## src/rtl/load_store_unit.sv

```systemverilog
// load_store_unit: memory-access stage of the RV32 pipeline.
// Takes one load/store/ALU op per handshake from execute, checks alignment,
// issues a word-addressed request/ack transaction with byte strobes, and
// reports the completed op (rd, funct3, enables) to the writeback control.
// Load data is returned shifted down to byte lane 0, not extended.
//
// Ports:
//   clk, rst            clock, synchronous active-high reset
//   ex_*                operation from execute; ex_ready is high in IDLE
//   mem_req/we/addr/wstrb/wdata, mem_ack/rdata   data-memory port
//   out_valid, d_out, alu_rd, f3_out, d_r_en, d_w_en, alu_reg_w_en
//                       completed-op results (single-cycle pulse)
//   misalign, bus_err   rejected-access and timeout pulses
module load_store_unit #(
  parameter int TIMEOUT = 255,
  parameter int CNT_W   = 8
) (
  input  logic        clk,
  input  logic        rst,
  input  logic        ex_valid,
  output logic        ex_ready,
  input  logic [31:0] ex_addr,
  input  logic [31:0] ex_wdata,
  input  logic [2:0]  ex_f3,
  input  logic [4:0]  ex_rd,
  input  logic        ex_mem_r,
  input  logic        ex_mem_w,
  input  logic        ex_reg_w_en,
  output logic        mem_req,
  output logic        mem_we,
  output logic [31:0] mem_addr,
  output logic [3:0]  mem_wstrb,
  output logic [31:0] mem_wdata,
  input  logic        mem_ack,
  input  logic [31:0] mem_rdata,
  output logic        out_valid,
  output logic [31:0] d_out,
  output logic [4:0]  alu_rd,
  output logic [2:0]  f3_out,
  output logic        d_r_en,
  output logic        d_w_en,
  output logic        alu_reg_w_en,
  output logic        misalign,
  output logic        bus_err
);

  typedef enum logic {IDLE, REQ} state_t;

  // Timeout fires on the edge where the counter would step onto TIMEOUT,
  // so mem_req is high for exactly TIMEOUT cycles.
  localparam logic [CNT_W-1:0] CNT_LAST = CNT_W'(TIMEOUT - 1);

  state_t           state;
  logic [CNT_W-1:0] cnt;

  // Operation latched at acceptance, replayed on completion.
  logic       lat_ld;
  logic       lat_st;
  logic       lat_rwen;
  logic [4:0] lat_rd;
  logic [2:0] lat_f3;
  logic [1:0] lat_off;

  function automatic logic [3:0] wstrb_for(input logic [1:0] size, input logic [1:0] off);
    case (size)
      2'b00:   wstrb_for = 4'b0001 << off;
      2'b01:   wstrb_for = 4'b0011 << off;
      default: wstrb_for = 4'b1111;
    endcase
  endfunction

  function automatic logic [31:0] wdata_for(input logic [1:0] size, input logic [31:0] data);
    case (size)
      2'b00:   wdata_for = {4{data[7:0]}};
      2'b01:   wdata_for = {2{data[15:0]}};
      default: wdata_for = data;
    endcase
  endfunction

  function automatic logic [31:0] lane0(input logic [31:0] data, input logic [1:0] off);
    lane0 = data >> {off, 3'b000};
  endfunction

  logic is_mem;
  logic illegal;

  always_comb begin
    is_mem  = ex_mem_r | ex_mem_w;
    // A simultaneous load+store request is treated as illegal as well.
    illegal = (ex_f3[1:0] == 2'b11)
            | (ex_f3[2] & ex_mem_w)
            | (ex_mem_r & ex_mem_w)
            | ((ex_f3[1:0] == 2'b01) & ex_addr[0])
            | ((ex_f3[1:0] == 2'b10) & (ex_addr[1:0] != 2'b00));
  end

  assign ex_ready = (state == IDLE);

  always_ff @(posedge clk) begin
    if (rst) begin
      state        <= IDLE;
      cnt          <= '0;
      lat_ld       <= 1'b0;
      lat_st       <= 1'b0;
      lat_rwen     <= 1'b0;
      lat_rd       <= '0;
      lat_f3       <= '0;
      lat_off      <= '0;
      mem_req      <= 1'b0;
      mem_we       <= 1'b0;
      mem_addr     <= '0;
      mem_wstrb    <= '0;
      mem_wdata    <= '0;
      out_valid    <= 1'b0;
      d_out        <= '0;
      alu_rd       <= '0;
      f3_out       <= '0;
      d_r_en       <= 1'b0;
      d_w_en       <= 1'b0;
      alu_reg_w_en <= 1'b0;
      misalign     <= 1'b0;
      bus_err      <= 1'b0;
    end else begin
      // Status outputs are pulses; data outputs hold between completions.
      out_valid    <= 1'b0;
      d_r_en       <= 1'b0;
      d_w_en       <= 1'b0;
      alu_reg_w_en <= 1'b0;
      misalign     <= 1'b0;
      bus_err      <= 1'b0;
      case (state)
        IDLE: begin
          if (ex_valid) begin
            if (!is_mem) begin
              out_valid    <= 1'b1;
              alu_rd       <= ex_rd;
              f3_out       <= ex_f3;
              alu_reg_w_en <= ex_reg_w_en;
            end else if (illegal) begin
              out_valid <= 1'b1;
              misalign  <= 1'b1;
              alu_rd    <= ex_rd;
              f3_out    <= ex_f3;
            end else begin
              lat_ld    <= ex_mem_r;
              lat_st    <= ex_mem_w;
              lat_rwen  <= ex_reg_w_en;
              lat_rd    <= ex_rd;
              lat_f3    <= ex_f3;
              lat_off   <= ex_addr[1:0];
              mem_req   <= 1'b1;
              mem_we    <= ex_mem_w;
              mem_addr  <= {ex_addr[31:2], 2'b00};
              mem_wstrb <= ex_mem_w ? wstrb_for(ex_f3[1:0], ex_addr[1:0]) : 4'b0000;
              mem_wdata <= wdata_for(ex_f3[1:0], ex_wdata);
              cnt       <= '0;
              state     <= REQ;
            end
          end
        end
        REQ: begin
          // Ack is checked first so it wins over a same-cycle timeout.
          if (mem_ack) begin
            mem_req      <= 1'b0;
            mem_we       <= 1'b0;
            mem_wstrb    <= 4'b0000;
            out_valid    <= 1'b1;
            d_out        <= lat_ld ? lane0(mem_rdata, lat_off) : 32'd0;
            d_r_en       <= lat_ld;
            d_w_en       <= lat_st;
            alu_reg_w_en <= lat_rwen;
            alu_rd       <= lat_rd;
            f3_out       <= lat_f3;
            state        <= IDLE;
          end else if (cnt == CNT_LAST) begin
            mem_req   <= 1'b0;
            mem_we    <= 1'b0;
            mem_wstrb <= 4'b0000;
            out_valid <= 1'b1;
            bus_err   <= 1'b1;
            alu_rd    <= lat_rd;
            f3_out    <= lat_f3;
            state     <= IDLE;
          end else begin
            cnt <= cnt + CNT_W'(1);
          end
        end
        default: state <= IDLE;
      endcase
    end
  end

endmodule

```

## config.mk

```make
export PLATFORM = sky130hd
export DESIGN_NAME = load_store_unit
export DESIGN_NICKNAME = d
export VERILOG_FILES = /design/src/rtl/load_store_unit.sv
export SDC_FILE = /design/constraint.sdc
export NUM_CORES = 1
export LEC_CHECK = 0
export BUFFER_PORTS_ARGS = -buffer_cell sky130_fd_sc_hd__buf_2
export CORE_MARGIN = 3
export CORE_UTILIZATION = 50
export DETAILED_ROUTE_END_ITERATION = 8
export PLACE_DENSITY = 0.78
export SLEW_MARGIN = 25
export SYNTH_ARGS = -nofsm -noshare
export SYNTH_HDL_FRONTEND = slang
export SYNTH_SLANG_ARGS = --single-unit
```

## constraint.sdc

```tcl
create_clock -name clk -period 4 [get_ports clk]
set_input_delay 0.4 -clock clk [delete_from_list [all_inputs] [get_ports clk]]
set_output_delay 0.4 -clock clk [all_outputs]
set_load 0.005 [all_outputs]
```

==> impl_metrics.py, run 1 <==
metrics = {
    "routing": {
        "drt-initial-drc-count": 701,
        "drc_errors": 0,
        "postRouteAntennaNets": 0,
        "totalWireLength_um": 18640,
        "wire_per_inst_um": 18.06,
        "dr.pass1.iters": 6,
        "routed_via_density": 6.089,
        "vias": 6284,
    },
    "pwr": {
        "comb_power_share_pct": 12.2,
        "p_leak_nw": 3.189,
        "irDropWorstVdd_v": 0.0002617,
        "clock_power_share_pct": 42.8,
        "p_int_w": 0.002386,
        "swShare_pct": 25.11,
        "power_density_mw_per_mm2": 416.5,
        "p_sw_w": 0.0008001,
        "power.share.sequential_pct": 45.0,
    },
    "placed_design": {
        "place.gp.congestion": 0.9290,
        "dp_hpwl_um": 12950,
        "io_buffers": 225,
        "dpl_cell_area_mm2": 0.007139,
        "pre_cts_slack_ns": 1.307,
    },
    "sta": {
        "finalSetupViolCount": 0,
        "tightestPinTransition_ns": 0.9767,
        "hold_slack_ns": 0.2381,
        "setup_tns_ns": 0,
        "max_freq_mhz": 376.9,
        "relSlewSlack_pct": 34.80,
        "fin_skew_ns": 0.008164,
        "drv_slew": 0,
        "fin_crit_sh_pct": 66.32,
        "grt_setup_unrepaired": "false",
        "layout_min_cycle_time_ns": 2.653,
        "hold_viol": 0,
        "layout_setup_ws_ns": 1.347,
    },
    "synthesis": {
        "synth_edf_count": 0,
        "yosys_warnings": 0,
        "synthXorXnorAreaFrac_pct": 0,
        "syn_area_mm2": 0.006095,
        "syn_area_per_cell_um2": 8.719,
        "ys_ff_latch": 136,
        "syn_inst": 699,
        "yosysSeqAreaShare_pct": 44.67,
        "ys_types": 47,
        "synth.area.mux_share_pct": 8.376,
        "synth_compound_area_share_pct": 26.24,
        "synth_simple_gate_area_share_pct": 14.37,
        "synth_top_family_by_area": "compound AO/OA/AOI/OAI gates",
        "async_flop_share_pct": 0,
        "yosys.area_share.adder_pct": 0.4106,
        "synthFlopType": "dfxtp_1",
    },
    "critical_path": {
        "path_cells": "nor2b_1 > nand2_2 > buf_4 > o211ai_1 > a21oi_1",
        "worstPathArrival_ns": 2.98,
        "critPathTopFamily": "flip-flops",
        "slowest_delay_ns": 0.96,
        "cp_max_fo": 48,
        "critPathBufInv": 1,
        "crit_path_end_kind": "flop",
        "critical_path.slowest_cell": "dfxtp_1",
        "critPathKind": "reg -> reg",
        "required_ns": 4.33,
        "worstSetupStartpointType": "flop",
    },
    "min_path": {
        "hold_path.class": "in -> reg",
    },
    "die": {
        "initial_core_util_pct": 52.26,
        "die_x_um": 116.4,
        "row_count": 39,
        "core_mm2": 0.01166,
        "dieArea_mm2": 0.01355,
        "die_h_um": 116.4,
        "ios": 228,
    },
    "global_routing": {
        "busiest_layer": "met2",
        "antenna_found_initial": 1,
        "grt_remaining_overflow": 0,
        "grt_pass1_vias": 5910,
        "use_met2_pct": 43.33,
        "use_met3_pct": 5.492,
        "grt_max_degree": 84,
        "grt_util_met1_pct": 35.82,
        "grt_use_total_pct": 27.00,
        "grt_pass1_wl_um": 29250,
    },
    "run_status": {
        "status": "completed",
    },
    "cts": {
        "cts_buffers": 17,
        "cts_hold_buf": 0,
        "numClockSinks": 136,
        "cts_tree": "built",
        "cts_root_buf": "clkbuf_16",
        "htreeDepth": 4,
        "cts_resized": 0,
        "clk_latency_ns": 0.41,
        "clk_pin_slew_worst_paths_ns": 0.06,
        "cts_buffer_depth": 2,
        "post_cts_buffers": 0,
    },
    "finish": {
        "finalInstanceArea_mm2": 0.007649,
        "n_antenna_cell": 0,
        "area_growth_syn_to_layout_pct": 25.50,
        "drive_gt1_share_pct": 31.72,
        "finalNetCount": 991,
    },
    "run": {
        "cap_violations": 0,
    },
}
## layout by cell type (no fill, tap or decap), types with 2 or more instances in the layout
master,instances
nor2b_1,13
o21a_1,2
inv_1,2
a311oi_1,11
nor3_1,19
conb_1,2
a21o_1,2
o21ai_0,82
dfxtp_1,136
nand3_1,64
buf_2,224
nand2b_1,4
mux2_2,8
ha_1,2
clkinv_2,4
a211oi_1,9
or3_1,2
a21oi_1,90
buf_4,10
a221oi_1,8
nor2_1,39
and3_1,2
o21ai_1,2
a41oi_1,2
a22oi_1,32
clkbuf_16,17
mux2i_1,24
clkbuf_1,6
mux4_2,8
o2bb2ai_1,9
o2111ai_1,4
nor3b_1,2
clkbuf_8,3
nand2_1,22
nand4_1,2
o211ai_1,5
## cells in the mapped netlist, types with 2 or more instances
library cell	n	share of area (%)
a211oi_1	9	1.1
a21o_1	2	0.25
a21oi_1	90	7.4
a221oi_1	8	1.1
a22oi_1	32	3.9
a311oi_1	11	1.6
a41oi_1	2	0.29
and3_1	3	0.31
buf_1	3	0.18
buf_2	25	2.1
buf_4	8	0.99
clkbuf_1	38	2.3
dfxtp_1	136	45
ha_1	2	0.41
inv_1	2	0.12
mux2_2	8	1.5
mux2i_1	24	3.9
mux4_2	8	3.0
nand2_1	23	1.4
nand2b_1	4	0.41
nand3_1	65	5.3
nand4_1	2	0.21
nor2_1	40	2.5
nor2b_1	13	1.3
nor3_1	19	1.6
nor3b_1	2	0.25
o2111ai_1	4	0.57
o211ai_1	5	0.62
o21a_1	2	0.25
o21ai_0	82	6.7
o21ai_1	2	0.16
o2bb2ai_1	9	1.3
or3_1	2	0.21
## registers in the layout, indices dropped and copies added, names as in the netlist, 2 cells and up
name / flops
lat_f3: 3
cnt: 8
mem_wdata: 32
lat_rd: 5
mem_addr: 30
lat_off: 2
alu_rd: 5
f3_out: 3
mem_wstrb: 4
d_out: 32
## layout make-up
| cell class | count | area [um2] |
|---|---|---|
| repair buffers | 234 | 1196 |
| fillers | 1023 | 4014 |
| clock inverters | 4 | 20.02 |
| clock buffers | 26 | 489.2 |
| multi-input cells | 487 | 3034 |
| well taps | 143 | 178.9 |
| inverters | 2 | 7.507 |
| flip-flops and latches | 136 | 2723 |
## layer usage
layer  wire, um  part of all wire (%)
met2       8870                    48
met3       1530                   8.2
met4        545                   2.9
met5         11                 0.059
met1       7686                    41
## power by group through the flow
stage | Sequential, W | Combinational, W | Clock [W]
detailed placement | 0.00146 | 0.000384 | 0
global placement | 0.00146 | 0.000374 | 0
CTS | 0.00143 | 0.000386 | 0.00138
floorplan | 0.00145 | 0.000231 | 0
global route | 0.00144 | 0.000428 | 0.00145
finish | 0.00143 | 0.000390 | 0.00136
## final timing paths
check | to | startpoint | slack [ns] | depth (start not counted)
max | mem_wstrb[1]$_SDFFE_PP0P_ | state$_SDFF_PP0_ | 1.35 | 5
min | mem_addr[7]$_SDFFE_PP0P_ | ex_addr[7] | 0.24 | 3
max reg2reg | mem_wstrb[1]$_SDFFE_PP0P_ | state$_SDFF_PP0_ | 1.35 | 5
min reg2reg | mem_addr[20]$_SDFFE_PP0P_ | mem_addr[20]$_SDFFE_PP0P_ | 0.47 | 2
## stage by stage
step	utilization, %	power, W	std cells
floorplan	-	0.001685	700
global placement	61.22	0.001831	1002
detailed placement	61.22	0.001843	1002
CTS	65.58	0.003196	1032
global route	65.58	0.003319	1032
finish	65.58	0.003186	1032
## tightest hold or removal path, cell delays in order
cell,delay [ns]
buf_2,0.10
nand3_1,0.05
a21oi_1,0.05
## cells by family after synthesis
family / after synthesis
AOI/OAI and AO/OA: 263
and+or+nand+nor: 180
DFF: 136
buffers and inverters: 77
muxes: 40
adders and majority gates: 2
other: 1
Note: power is estimated with default switching activity, not from simulation.
==> inputs of run 2 (changes only) <==
ABC_AREA = 1   (was unset)
CORE_UTILIZATION = 49   (was 50)
PLACE_DENSITY = 0.77   (was 0.78)
clock period = 2.55 ns   (was 4 ns; I/O delays follow)
==> impl_metrics.py, run 2 <==
metrics = {
    "run_status": {
        "status": "completed",
    },
    "synthesis": {
        "synth_simple_gate_area_share_pct": 29.90,
        "synthFlopType": "dfxtp_1",
        "synth.area.mux_share_pct": 1.021,
        "yosysTopAreaCell": "dfxtp_1",
        "ys_ff_latch": 136,
        "syn_inst": 824,
        "ys_top_cells_by_count": "nand2_1 (324), dfxtp_1 (136), a21oi_1 (126)",
        "synth_compound_area_share_pct": 15.33,
        "yosys_warnings": 0,
        "syn_area_mm2": 0.005884,
        "yosys.cell_count.top_type": "nand2_1",
        "synth_top_area_share_pct": 46.27,
        "yosysSeqAreaShare_pct": 46.27,
        "synth_top_family_by_area": "simple AND/OR/NAND/NOR gates",
        "yosys.area_share.adder_pct": 0.4253,
        "synth_edf_count": 0,
        "async_flop_share_pct": 0,
        "synthXorXnorAreaFrac_pct": 0.1488,
        "ys_types": 30,
        "netlist_top_cells_area": "dfxtp_1 (46%), nand2_1 (21%), a21oi_1 (11%)",
        "syn_area_per_cell_um2": 7.141,
    },
    "sta": {
        "fin_crit_sh_pct": 65.48,
        "finalSetupViolCount": 0,
        "tightestPinTransition_ns": 0.9495,
        "relSlewSlack_pct": 36.47,
        "max_freq_mhz": 598.9,
        "layout_min_cycle_time_ns": 1.670,
        "hold_viol": 0,
        "drv_slew": 0,
        "setup_tns_ns": 0,
        "grt_setup_unrepaired": "false",
        "fin_skew_ns": 0.004503,
    },
    "finish": {
        "reg_top3": "d_out x32, mem_wdata x32, mem_addr x30",
        "drive_gt1_share_pct": 27.24,
        "final_common_cell": "nand2_1",
        "finalNetCount": 1140,
        "final_cell_mix": "nand2_1 (324), buf_2 (224), dfxtp_1 (136)",
        "nFillCells": 1065,
        "finalInstanceArea_mm2": 0.007625,
        "area_growth_syn_to_layout_pct": 29.58,
        "n_antenna_cell": 0,
    },
    "die": {
        "dieArea_mm2": 0.01336,
        "initial_core_util_pct": 50.88,
        "die_h_um": 115.6,
        "ios": 228,
        "core_mm2": 0.01156,
        "die_x_um": 115.6,
        "row_count": 39,
    },
    "critical_path": {
        "crit_path_end_kind": "flop",
        "reg2regPathDepth": 8,
        "worstPathArrival_ns": 2.02,
        "required_ns": 2.90,
        "worstSetupStartpointType": "flop",
        "timing.rr.start": "cnt[4]$_SDFFE_PP0P_",
        "cp-startpoint": "cnt[4]$_SDFFE_PP0P_",
        "path_cells": "nand2_1 > nor2_2 > nand4_1 > nand2_2 > nand2_1 > nor2_4 > nor2_1 > nor2_1",
        "cp_max_fo": 15,
        "critPathKind": "reg -> reg",
        "slowest_delay_ns": 0.37,
        "r2r_end": "alu_rd[1]$_SDFFE_PP0P_",
        "worst-r2r-setup-slack_ns": 0.88,
        "critical_path.slowest_cell": "dfxtp_1",
    },
    "cts": {
        "clk_pin_slew_worst_paths_ns": 0.06,
        "post_cts_buffers": 0,
        "cts_root_buf": "clkbuf_16",
        "numClockSinks": 136,
        "cts_buffer_depth": 2,
        "cts_tree": "built",
        "clk_latency_ns": 0.41,
        "cts_resized": 0,
        "cts_hold_buf": 0,
        "cts_buffers": 17,
        "htreeDepth": 4,
    },
    "global_routing": {
        "grt_pass1_wl_um": 26280,
        "grt_use_total_pct": 24.76,
        "grt_remaining_overflow": 0,
        "grt_max_degree": 83,
        "antenna_found_initial": 1,
        "grt_pass1_vias": 5359,
    },
    "routing": {
        "postRouteAntennaNets": 0,
        "drt-initial-drc-count": 502,
        "routed_via_density": 5.101,
        "totalWireLength_um": 16700,
        "dr.pass1.iters": 5,
        "vias": 6029,
        "drc_errors": 0,
        "wire_per_inst_um": 14.13,
    },
    "min_path": {
        "hold_depth": 3,
        "hold_path.startpoint": "ex_addr[27]",
        "whs_endpoint": "mem_addr[27]$_SDFFE_PP0P_",
        "hold_path.class": "in -> reg",
    },
    "placed_design": {
        "dpl_cell_area_mm2": 0.007037,
        "place.gp.congestion": 0.8744,
        "dp_hpwl_um": 12120,
        "io_buffers": 225,
    },
    "pwr": {
        "power_density_mw_per_mm2": 681.7,
        "p_total_w": 0.005198,
        "p_leak_nw": 3.586,
        "irDropWorstVdd_v": 0.0005110,
    },
    "run": {
        "cap_violations": 0,
    },
}
==> run 2: changes by cell type in the layout (fill, tap and decap cells not counted), sizes merged, moves of 11 or more <==
cell    delta
inv       +32
a21oi     +36
a311oi    -11
a22oi     -32
nor2b     -13
o211ai    +14
nand4     +13
nand2    +306
nor3      -16
nand3     -29
mux2i     -18
o21ai     -73
==> run 2: layout make-up <==
cell class / instances / area, um2 / share of cell area [%]
Inverter: 34 / 127.6 / 1.674
Tap cell: 143 / 178.9 / 2.347
Sequential cell: 136 / 2723 / 35.71
Multi-Input combinational cell: 602 / 2771 / 36.35
Clock buffer: 22 / 464.2 / 6.088
Timing Repair Buffer: 236 / 1236 / 16.21
Clock inverter: 9 / 123.9 / 1.625
==> run 2: logic make-up after synthesis <==
family,after synthesis
other,1
AO/OA/AOI/OAI,165
AND/OR/NAND/NOR,426
XOR/XNOR,1
buffers and inverters,87
flip-flops,136
adder cells (fa/ha/maj),2
multiplexers,6
==> run 2: worst max-delay path by stage <==
stage                                   to  slack [ns]
finish              alu_rd[1]$_SDFFE_PP0P_        0.88
CTS                 alu_rd[3]$_SDFFE_PP0P_        0.88
detailed placement     lat_ld$_SDFFE_PP0P_        0.56
floorplan              cnt[2]$_SDFFE_PP0P_        1.25
global route        d_out[25]$_SDFFE_PP0P_        0.69
global placement       lat_st$_SDFFE_PP0P_        0.63
==> run 2: metal layers <==
metal / up-vias / GRT usage (%) / share of wire, %
li1: 3085 / - / -
met1: 2691 / 32.26 / 43
met2: 221 / 38.19 / 46
met3: 30 / 8.721 / 9.0
met4: 2 / 8.764 / 2.2
met5: - / 0 / 0.078
==> run 2: through the flow <==
stage	instances	hold WS, ns	setup WS [ns]	utilization (%)
2_1_floorplan	825	0.3339	1.249	-
3_3_place_gp	1151	0.4494	0.6287	60.85
3_5_place_dp	1151	0.4520	0.5642	60.85
4_1_cts	1182	0.07032	0.8801	65.93
5_1_grt	1182	0.08086	0.6872	65.93
6_report	1182	0.08228	0.8803	65.93
==> run 2: where the power goes <==
part	internal, W	switching, W
Combinational	0.000204	0.000311
Sequential	0.00219	0.0000335
Clock	0.00158	0.000882
==> run 2: worst max-delay path: cells and delay by family (launching register included) <==
family | cells | cell delay [ns]
and+or+nand+nor | 8 | 1.23
DFF | 1 | 0.37
